===== src/rtl/inst_loader_pkg.sv =====
// Shared types and sizing rules for the instruction-memory loader.
// The FSM state encoding lives here so that the loader and any future
// debug or trace logic agree on what each state value means.
package inst_loader_pkg;

    // Loader sequencing states:
    //   IDLE     - waiting for a load command
    //   SET_ADDR - one cycle that programs the first write address
    //   WRITE    - streams instruction words into memory
    //   FINISH   - one cycle that resets the program counter
    //   START    - one cycle that kicks the core
    typedef enum logic [2:0] {
        IDLE     = 3'd0,
        SET_ADDR = 3'd1,
        WRITE    = 3'd2,
        FINISH   = 3'd3,
        START    = 3'd4
    } state_e;

    // Default widths of the instruction-control write interface.
    localparam int unsigned DefaultRegAddrWidth     = 32;
    localparam int unsigned DefaultInstMemDepth     = 128;
    localparam int unsigned DefaultInstMemAddrWidth = 8;

    // The command length field needs one bit more than the address so that a
    // single command can cover the whole memory (length == depth).
    function automatic int unsigned len_width(input int unsigned addr_width);
        return addr_width + 1;
    endfunction

endpackage


===== src/rtl/inst_loader.sv =====
// Writer-side front end for the instruction memory.
// Takes a load command (start address, word count, autostart), then a
// valid/ready stream of instruction words, and drives the core's
// instruction-control write port: write mode, one address write, then
// auto-incremented data writes. When the load completes it resets the
// program counter and optionally pulses the core start input.
module inst_loader
    import inst_loader_pkg::*;
#(
    parameter int unsigned RegAddrWidth     = DefaultRegAddrWidth,
    parameter int unsigned InstMemDepth     = DefaultInstMemDepth,
    parameter int unsigned InstMemAddrWidth = DefaultInstMemAddrWidth,
    parameter int unsigned LenWidth         = len_width(InstMemAddrWidth)
) (
    input  logic                        clk_i,
    input  logic                        rst_ni,
    input  logic                        clr_i,
    input  logic                        core_enable_i,

    input  logic                        cmd_valid_i,
    output logic                        cmd_ready_o,
    input  logic [InstMemAddrWidth-1:0] cmd_addr_i,
    input  logic [LenWidth-1:0]         cmd_len_i,
    input  logic                        cmd_autostart_i,

    input  logic                        data_valid_i,
    output logic                        data_ready_o,
    input  logic [RegAddrWidth-1:0]     data_i,

    output logic                        inst_wr_mode_o,
    output logic [InstMemAddrWidth-1:0] inst_wr_addr_o,
    output logic                        inst_wr_addr_en_o,
    output logic [RegAddrWidth-1:0]     inst_wr_data_o,
    output logic                        inst_wr_data_en_o,
    output logic                        inst_pc_reset_o,
    output logic                        start_o,

    output logic                        busy_o,
    output logic                        done_o,
    output logic                        err_o
);

    // The end-of-range sum is one bit wider than the length field so that
    // address + length can never wrap before it is compared against depth.
    localparam int unsigned SumWidth = LenWidth + 1;

    state_e                      state_q;
    logic [LenWidth-1:0]         rem_q;
    logic [LenWidth-1:0]         rem_d;
    logic                        autostart_q;
    logic                        wr_mode_q;
    logic                        wr_addr_en_q;
    logic [InstMemAddrWidth-1:0] wr_addr_q;
    logic                        pc_reset_q;
    logic                        start_q;
    logic                        done_q;
    logic                        err_q;

    logic                        cmd_fire;
    logic                        data_fire;
    logic                        last_beat;
    logic                        range_err;
    logic [SumWidth-1:0]         cmd_end;

    // Handshake and range-check helpers. A command is only offered while the
    // loader is idle and the core is not running, so a running core can never
    // have its program overwritten underneath it.
    assign cmd_ready_o = (state_q == IDLE) && !core_enable_i;
    assign cmd_fire    = cmd_valid_i && cmd_ready_o;
    assign cmd_end     = SumWidth'(cmd_addr_i) + SumWidth'(cmd_len_i);
    assign range_err   = cmd_end > SumWidth'(InstMemDepth);

    // Data beats are accepted only while streaming. Word and enable are passed
    // straight through so each accepted beat lands in memory in the same cycle;
    // the core advances its own write pointer, so no address is sent per beat.
    assign data_ready_o      = (state_q == WRITE);
    assign data_fire         = data_valid_i && data_ready_o;
    assign inst_wr_data_en_o = data_fire;
    assign inst_wr_data_o    = data_ready_o ? data_i : '0;

    // Remaining-word bookkeeping: the beat seen while one word remains is the
    // last one of this load.
    assign rem_d     = rem_q - LenWidth'(1);
    assign last_beat = (rem_q == LenWidth'(1));

    // Registered control outputs, all decoded from the FSM registers.
    assign inst_wr_mode_o    = wr_mode_q;
    assign inst_wr_addr_en_o = wr_addr_en_q;
    assign inst_wr_addr_o    = wr_addr_q;
    assign inst_pc_reset_o   = pc_reset_q;
    assign start_o           = start_q;
    assign done_o            = done_q;
    assign err_o             = err_q;
    assign busy_o            = (state_q != IDLE);

    // Load sequencer: state, word counter and every registered output are
    // updated together, so each output is set on the edge that enters the
    // state it belongs to. Write mode drops on the edge into FINISH, which
    // keeps it from ever overlapping the PC reset pulse. A clear behaves like
    // reset: the load is abandoned without a completion pulse and memory
    // already written stays as it is.
    always_ff @(posedge clk_i) begin
        if (!rst_ni || clr_i) begin
            state_q      <= IDLE;
            rem_q        <= '0;
            autostart_q  <= 1'b0;
            wr_mode_q    <= 1'b0;
            wr_addr_en_q <= 1'b0;
            wr_addr_q    <= '0;
            pc_reset_q   <= 1'b0;
            start_q      <= 1'b0;
            done_q       <= 1'b0;
            err_q        <= 1'b0;
        end else begin
            wr_addr_en_q <= 1'b0;
            wr_addr_q    <= '0;
            pc_reset_q   <= 1'b0;
            start_q      <= 1'b0;
            done_q       <= 1'b0;

            unique case (state_q)
                IDLE: begin
                    if (cmd_fire) begin
                        rem_q       <= cmd_len_i;
                        autostart_q <= cmd_autostart_i;
                        err_q       <= 1'b0;
                        if (range_err) begin
                            err_q <= 1'b1;
                        end else if (cmd_len_i == '0) begin
                            state_q    <= FINISH;
                            pc_reset_q <= 1'b1;
                            done_q     <= !cmd_autostart_i;
                        end else begin
                            state_q      <= SET_ADDR;
                            wr_mode_q    <= 1'b1;
                            wr_addr_en_q <= 1'b1;
                            wr_addr_q    <= cmd_addr_i;
                        end
                    end
                end

                SET_ADDR: begin
                    state_q <= WRITE;
                end

                WRITE: begin
                    if (data_fire) begin
                        rem_q <= rem_d;
                        if (last_beat) begin
                            state_q    <= FINISH;
                            wr_mode_q  <= 1'b0;
                            pc_reset_q <= 1'b1;
                            done_q     <= !autostart_q;
                        end
                    end
                end

                FINISH: begin
                    if (autostart_q) begin
                        state_q <= START;
                        start_q <= 1'b1;
                        done_q  <= 1'b1;
                    end else begin
                        state_q <= IDLE;
                    end
                end

                START: begin
                    state_q <= IDLE;
                end

                default: begin
                    state_q <= IDLE;
                end
            endcase
        end
    end

endmodule

===== config.mk =====
export PLATFORM = sky130hd
export DESIGN_NAME = inst_loader
export DESIGN_NICKNAME = d
export VERILOG_FILES = /design/src/rtl/inst_loader_pkg.sv /design/src/rtl/inst_loader.sv
export SDC_FILE = /design/constraint.sdc
export NUM_CORES = 1
export LEC_CHECK = 0
export CAP_MARGIN = 20
export CORE_MARGIN = 10
export CORE_UTILIZATION = 35
export DETAILED_ROUTE_END_ITERATION = 8
export PLACE_DENSITY = 0.77
export SYNTH_ARGS = -nofsm -noshare
export SYNTH_HDL_FRONTEND = slang
export SYNTH_SLANG_ARGS = --single-unit

===== constraint.sdc =====
create_clock -name clk_i -period 2.55 [get_ports clk_i]
set_input_delay 0.51 -clock clk_i [delete_from_list [all_inputs] [get_ports clk_i]]
set_output_delay 0.51 -clock clk_i [all_outputs]
set_load 0.005 [all_outputs]

==> reports/results.txt, run 1 <==
number of H-tree levels: 1
Sw Pwr: 0.000290 W
relative contribution of the clock network to total power: 0.247
Placement Setup Slack: -0.659 ns
combined area of the multi-input logic cells: 1350 sq um
global routing usage summed across all routing layers: 0.163
number of top-level design ports: 106
layout-stage area growth over the synthesis result: 82.4%
standby leakage power: 1.44 nW
sequential fraction of the synthesis area: 0.292
CP Data Arrival Time: 2.68 ns
post-DR wirelength/cell: 16.5 um
Post-Synthesis Net Count: 307
Clock Sink Count: 27
number of global-route vias before repair: 2256
number of flip-flops and latches in the synthesized netlist: 27
power share of the combinational group: 0.329
Critical Path Fanout Max: 4
final hold viol count: 0
register clock-pin slew on the reported worst setup and hold paths: 0.10 ns
core region area: 5110 sq um
EDFF count, synth: 0
residual antenna-violating net count after detailed routing: 0
PnR worst setup slack: 0.101 ns
vias after detailed routing: 2235
number of distinct library cells after synthesis: 49
chip height: 92.8 um
Reg power frac: 0.424
cell at the root of the clock tree: clkbuf_8
Pwr Density: 302 nW/um^2
switching portion of total power: 0.284
Yosys warning total: 0
total setup violations reported at the end of the flow: 0
Remaining DRCs: 0
f_max: 408 MHz
routed wire length: 7.32 mm
Worst VDD drop: 0.227 mV
Pre-antenna DRT Iters: 5
count of standard-cell rows: 26
outcome: complete, no violations
sequential standard cell area: 541 sq um
fill count: 433
DPL Wire Length: 5.90 mm
overflow left after global routing: 0
max-cap viol count: 0
number of vias per cell: 5.02
number of instances in the synthesized netlist: 240
mean instance size in the synthesized netlist: 7.72 sq um
Startpoint Class: input pin
Routability Congestion: 0.862
initial standard-cell utilization of the core: 0.363
maximum number of pins on one net before global-route repair: 44
CP endpoint kind: flip-flop
number of antenna violations at the first check in global routing: 0
type of the worst min-delay path: input pin to flip-flop
post-route fraction of the period consumed by the critical path: 0.960
TritonCTS clock tree: built
worst-case clock skew: 0.00318 ns
internal power: 0.000731 W
crit path kind: input pin to flip-flop
Iteration-0 DRC Markers: 120
clock latency on the worst-skew pair: 0.28 ns
clock buffer count from CTS: 3
dominant synthesized flop cell: dfxtp_1
final layout net count: 443
IO buf count: 105
max-slew headroom at the worst pin: 0.713
buffer depth of the longest clock path: 2
number of buffers inserted for hold repair after clock tree synthesis: 0
slew at the pin closest to its max-slew limit: 0.428 ns
fraction of layout instances using a drive strength above 1: 0.192
internal reg-to-reg setup slack: 0.20 ns
critical path required time: 2.78 ns
Antenna diodes: 0
area of the die: 8600 sq um
Die Width: 92.8 um
minimum clock period: 2.45 ns
first-pass GRT wire length: 11.6 mm
worst hold slack across all endpoints: 0.472 ns
max-slew violation count: 0
netlist area before placement: 1850 sq um
share of flip-flops with an asynchronous set or reset after synthesis: 0
## routing by layer
layer,vias to the layer above,track usage,share of wire
met4,0,0.0296,0.012
met2,71,0.301,0.54
met5,-,0,0
met1,1017,0.187,0.39
li1,1137,-,-
met3,10,0.0339,0.050
## state kept, by name, summed over array words and instances (netlist names)
signal / count
err_o: 1
autostart_q: 1
done_o: 1
inst_wr_mode_o: 1
state_q: 3
inst_wr_addr_en_o: 1
inst_wr_addr_o: 8
inst_pc_reset_o: 1
start_o: 1
rem_q: 9
## area by class of cell
| class | instances | share of cell area |
|---|---|---|
| clock buffers | 3 | 0.0122 |
| multi-input cells | 190 | 0.399 |
| repair buffers | 145 | 0.391 |
| well taps | 70 | 0.0259 |
| inverters | 9 | 0.0100 |
| clock inverters | 1 | 0.00222 |
| flip-flops and latches | 27 | 0.160 |
## kinds of logic (layout without fill, tap and decap cells)
family          count (synthesis)  after routing  share of synthesized area
compound gates                 56             56                      0.206
buf+inv                        23            158                     0.0513
xor+xnor                        3              3                     0.0142
simple gates                  119            119                      0.353
fa+ha+maj                      11             11                     0.0783
mux                             1              1                    0.00540
flops                          27             27                      0.292
## metrics by stage
step,setup TNS (ns),instances,utilization,cell area (sq um),total power (W)
detailed placement,-8.82,438,0.628,3210,0.000744
finish,0,445,0.662,3380,0.00102
floorplan,0,240,-,1850,0.000568
global placement,-7.27,438,0.628,3210,0.000738
global route,-0.433,445,0.662,3380,0.00108
CTS,0,443,0.656,3350,0.00101
## worst max-delay path, stage by stage
cell and delay, ns:
clkdlybuf4s50_1 0.44, or3b_4 0.42, nor4_4 0.29, o21ai_2 0.11, a2111oi_4 0.34, o22ai_2 0.17, o32ai_1 0.26, and2_1 0.15
## final timing paths
| check | from | cells past startpoint | end |
|---|---|---|---|
| worst max register to register | state_q[0]$_SDFFE_PP0P_ | 7 | inst_wr_mode_o$_SDFFE_PP0P_ |
| worst max-delay path | core_enable_i | 8 | inst_wr_mode_o$_SDFFE_PP0P_ |
| worst min-delay path | cmd_addr_i[0] | 2 | inst_wr_addr_o[0]$_SDFF_PP0_ |
| worst min register to register | rem_q[8]$_SDFFE_PP0P_ | 2 | rem_q[8]$_SDFFE_PP0P_ |
## what timing repair did
item | in CTS | in global routing
endpoints found under the setup margin | 15 | 9
pin swaps | 11 | 8
buffers inserted | 1 | 2
gates resized for setup | 41 | 15
## cell usage after synthesis, types with 2 or more instances
cell type	instances	area, sq um
clkbuf_1	12	45.0
or3_1	4	25.0
nor3_1	4	20.0
o22ai_1	2	12.5
nand2_1	22	82.6
nand2b_1	5	31.3
a22oi_1	5	37.5
xor2_1	2	17.5
inv_1	8	30.0
o21ai_0	12	60.1
nor3b_1	2	15.0
dfxtp_1	27	541
nor4_1	5	31.3
nand3_1	5	25.0
ha_1	10	125
o21a_1	2	15.0
nor2_1	20	75.1
a21oi_1	15	75.1
a221oi_1	2	17.5
and3_1	35	219
a211oi_1	2	15.0
o21ai_1	2	10.0
o31ai_1	3	22.5
and2_1	9	56.3
## placed cells by master (no fill, tap or decap), types with 2 or more instances in the layout
cell             instances
nand2b_1                 4
nor4_1                   5
nand2_1                 22
o31ai_1                  2
dlygate4sd2_1           10
nor3_1                   4
o21a_1                   2
a221oi_1                 2
o21ai_0                 11
ha_1                     3
nor2_1                  20
ha_2                     2
clkbuf_8                 3
dfxtp_1                 27
inv_2                    2
nand3_1                  5
nor3b_1                  2
o22ai_1                  2
inv_1                    6
and3_1                  35
and2_1                   9
or3_1                    4
a22oi_1                  5
clkbuf_2                 3
o21ai_2                  2
clkdlybuf4s50_1         88
buf_4                   42
a21oi_1                 13
ha_4                     5
xor2_1                   2
## power by group through the flow
stage	Combinational, W	Sequential (W)	Clock [W]
final	0.000336	0.000433	0.000253
after global routing	0.000367	0.000434	0.000279
after CTS	0.000325	0.000432	0.000257
after detailed placement	0.000302	0.000442	0
after global placement	0.000296	0.000442	0
after floorplan	0.000127	0.000441	0
No activity file was read; power rests on OpenSTA's default activity.
==> inputs of run 2 (changes only) <==
CAP_MARGIN = not set   (was 20)
CORE_UTILIZATION = 38   (was 35)
PLACE_DENSITY = 0.79   (was 0.77)
clock period = 2.7 ns   (was 2.55 ns; I/O delays follow)
==> reports/results.txt, run 2 (synthesis gave the netlist of run 1 again) <==
highest routing layer actually used: met4
max-slew violation count: 0
number of antenna violations at the first check in global routing: 0
worst hold slack across all endpoints: 0.494 ns
overflow left after global routing: 0
maximum number of pins on one net before global-route repair: 39
worst setup path start: cmd_len_i[5]
post-route fraction of the period consumed by the critical path: 0.966
number of H-tree levels: 1
vias after detailed routing: 2275
Iteration-0 DRC Markers: 102
max-slew headroom at the worst pin: 0.688
CP endpoint kind: flip-flop
Pwr Density: 282 nW/um^2
max-cap viol count: 0
global routing usage summed across all routing layers: 0.167
clock latency on the worst-skew pair: 0.27 ns
Clock Sink Count: 27
standby leakage power: 1.48 nW
first-pass GRT wire length: 11.5 mm
final layout net count: 445
fraction of layout instances using a drive strength above 1: 0.186
metal3 WL: 306 um
commonest cells after routing, fill and taps aside: clkdlybuf4s50_1, buf_4, and3_1
slew at the pin closest to its max-slew limit: 0.464 ns
post-place instance area: 3230 sq um
minimum clock period: 2.61 ns
PnR worst setup slack: 0.0909 ns
register with the most flip-flops: rem_q
Worst path max stage delay: 0.45 ns
outcome: complete, no violations
Remaining DRCs: 0
Worst Min Path Start: rem_q[8]$_SDFFE_PP0P_
fill count: 366
clock buffer count from CTS: 3
crit path kind: input pin to flip-flop
DPL Wire Length: 5.64 mm
initial standard-cell utilization of the core: 0.392
final design area excluding fillers: 3420 sq um
post-route setup TNS: 0 ns
Worst R2R End: inst_wr_addr_o[4]$_SDFF_PP0_
chip height: 89.8 um
number of vias per cell: 5.12
TritonCTS clock tree: built
worst-case clock skew: 0.00632 ns
sequence of cells on the critical path: clkdlybuf4s50_1 > ha_1 > buf_4 > or3_1 > o32a_1 > a2111oi_4 > o22ai_4 > nor3_4 > and2_1
IO buf count: 105
area of the die: 8070 sq um
Routability Congestion: 0.850
number of top-level design ports: 106
type of the worst min-delay path: flip-flop to flip-flop
leading cell type in the layout, fill and taps excluded: clkdlybuf4s50_1
f_max: 383 MHz
reg2reg start: state_q[0]$_SDFFE_PP0P_
number of flip-flops under the largest register name: 9
crit path max-delay cell type: clkdlybuf4s50_1
Hold Path Cell Cnt: 2
total setup violations reported at the end of the flow: 0
Critical Path Fanout Max: 8
post-DR wirelength/cell: 16.0 um
layout-stage area growth over the synthesis result: 84.7%
final hold viol count: 0
number of global-route vias before repair: 2288
residual antenna-violating net count after detailed routing: 0
CP Data Arrival Time: 2.83 ns
number of buffers inserted for hold repair after clock tree synthesis: 0
routed wire length: 7.12 mm
total length of routed met2 wires: 4.00 mm
wire length on met1: 2.73 mm
Antenna diodes: 0
Placement Setup Slack: -0.523 ns
count of standard-cell rows: 25
buffer depth of the longest clock path: 2
logic depth of the worst register-to-register path: 7
internal reg-to-reg setup slack: 0.29 ns
Die Width: 89.8 um
critical path required time: 2.92 ns
cell at the root of the clock tree: clkbuf_8
Worst VDD drop: 0.292 mV
register clock-pin slew on the reported worst setup and hold paths: 0.10 ns
Min-Delay Endpoint: rem_q[8]$_SDFFE_PP0P_
Startpoint Class: input pin
core region area: 4720 sq um
Pre-antenna DRT Iters: 4
-- run 2: report_power, final --
part	leakage, nW	switching, W	total (W)	internal (W)
clock network	0.0217	0.000127	0.000232	0.000105
logic	1.24	0.000140	0.000326	0.000186
registers	0.218	0.00000473	0.000409	0.000404
-- run 2: repair_timing --
action	in CTS	in global routing
endpoints found under the hold margin	0	0
pin swaps	12	12
setup buffers	1	1
setup endpoints to repair	15	14
resized for setup	24	19
-- run 2: how the worst max path moves through the flow --
| stage | end | slack, ns | cells after the start |
|---|---|---|---|
| after detailed placement | inst_wr_addr_o[7]$_SDFF_PP0_ | -0.52 | 12 |
| final | inst_wr_addr_o[4]$_SDFF_PP0_ | 0.09 | 9 |
| after global routing | inst_wr_addr_o[4]$_SDFF_PP0_ | -0.03 | 9 |
| after global placement | inst_wr_addr_o[6]$_SDFF_PP0_ | -0.41 | 11 |
| after floorplan | inst_wr_mode_o$_SDFFE_PP0P_ | 0.10 | 10 |
| after CTS | inst_wr_addr_o[7]$_SDFF_PP0_ | 0.007 | 9 |
-- run 2: cell type report --
type	instances	area, sq um	share of cell area
Inverter	9	33.8	0.00987
Tap cell	67	83.8	0.0245
Sequential cell	27	541	0.158
Clock inverter	1	7.51	0.00219
Timing Repair Buffer	147	1360	0.398
Multi-Input combinational cell	190	1360	0.396
Clock buffer	3	41.3	0.0121
-- run 2: per-layer routing --
layer,GRT usage,vias up
met5,0,-
li1,-,1137
met1,0.179,1076
met3,0.0316,6
met2,0.331,56
met4,0.0256,0
-- run 2: metrics by stage --
step	total power, W	std cells	util
2_1_floorplan	0.000536	240	-
3_5_place_dp	0.000703	438	0.683
5_1_grt	0.00102	444	0.725
4_1_cts	0.000954	443	0.712
6_report	0.000966	444	0.725
3_3_place_gp	0.000698	438	0.683
-- run 2: worst max-delay path, delay by kind of cell --
kind | cells | cell delay [ns]
buf+inv | 2 | 0.59
simple gates | 3 | 0.75
compound gates | 3 | 0.73
fa+ha+maj | 1 | 0.21
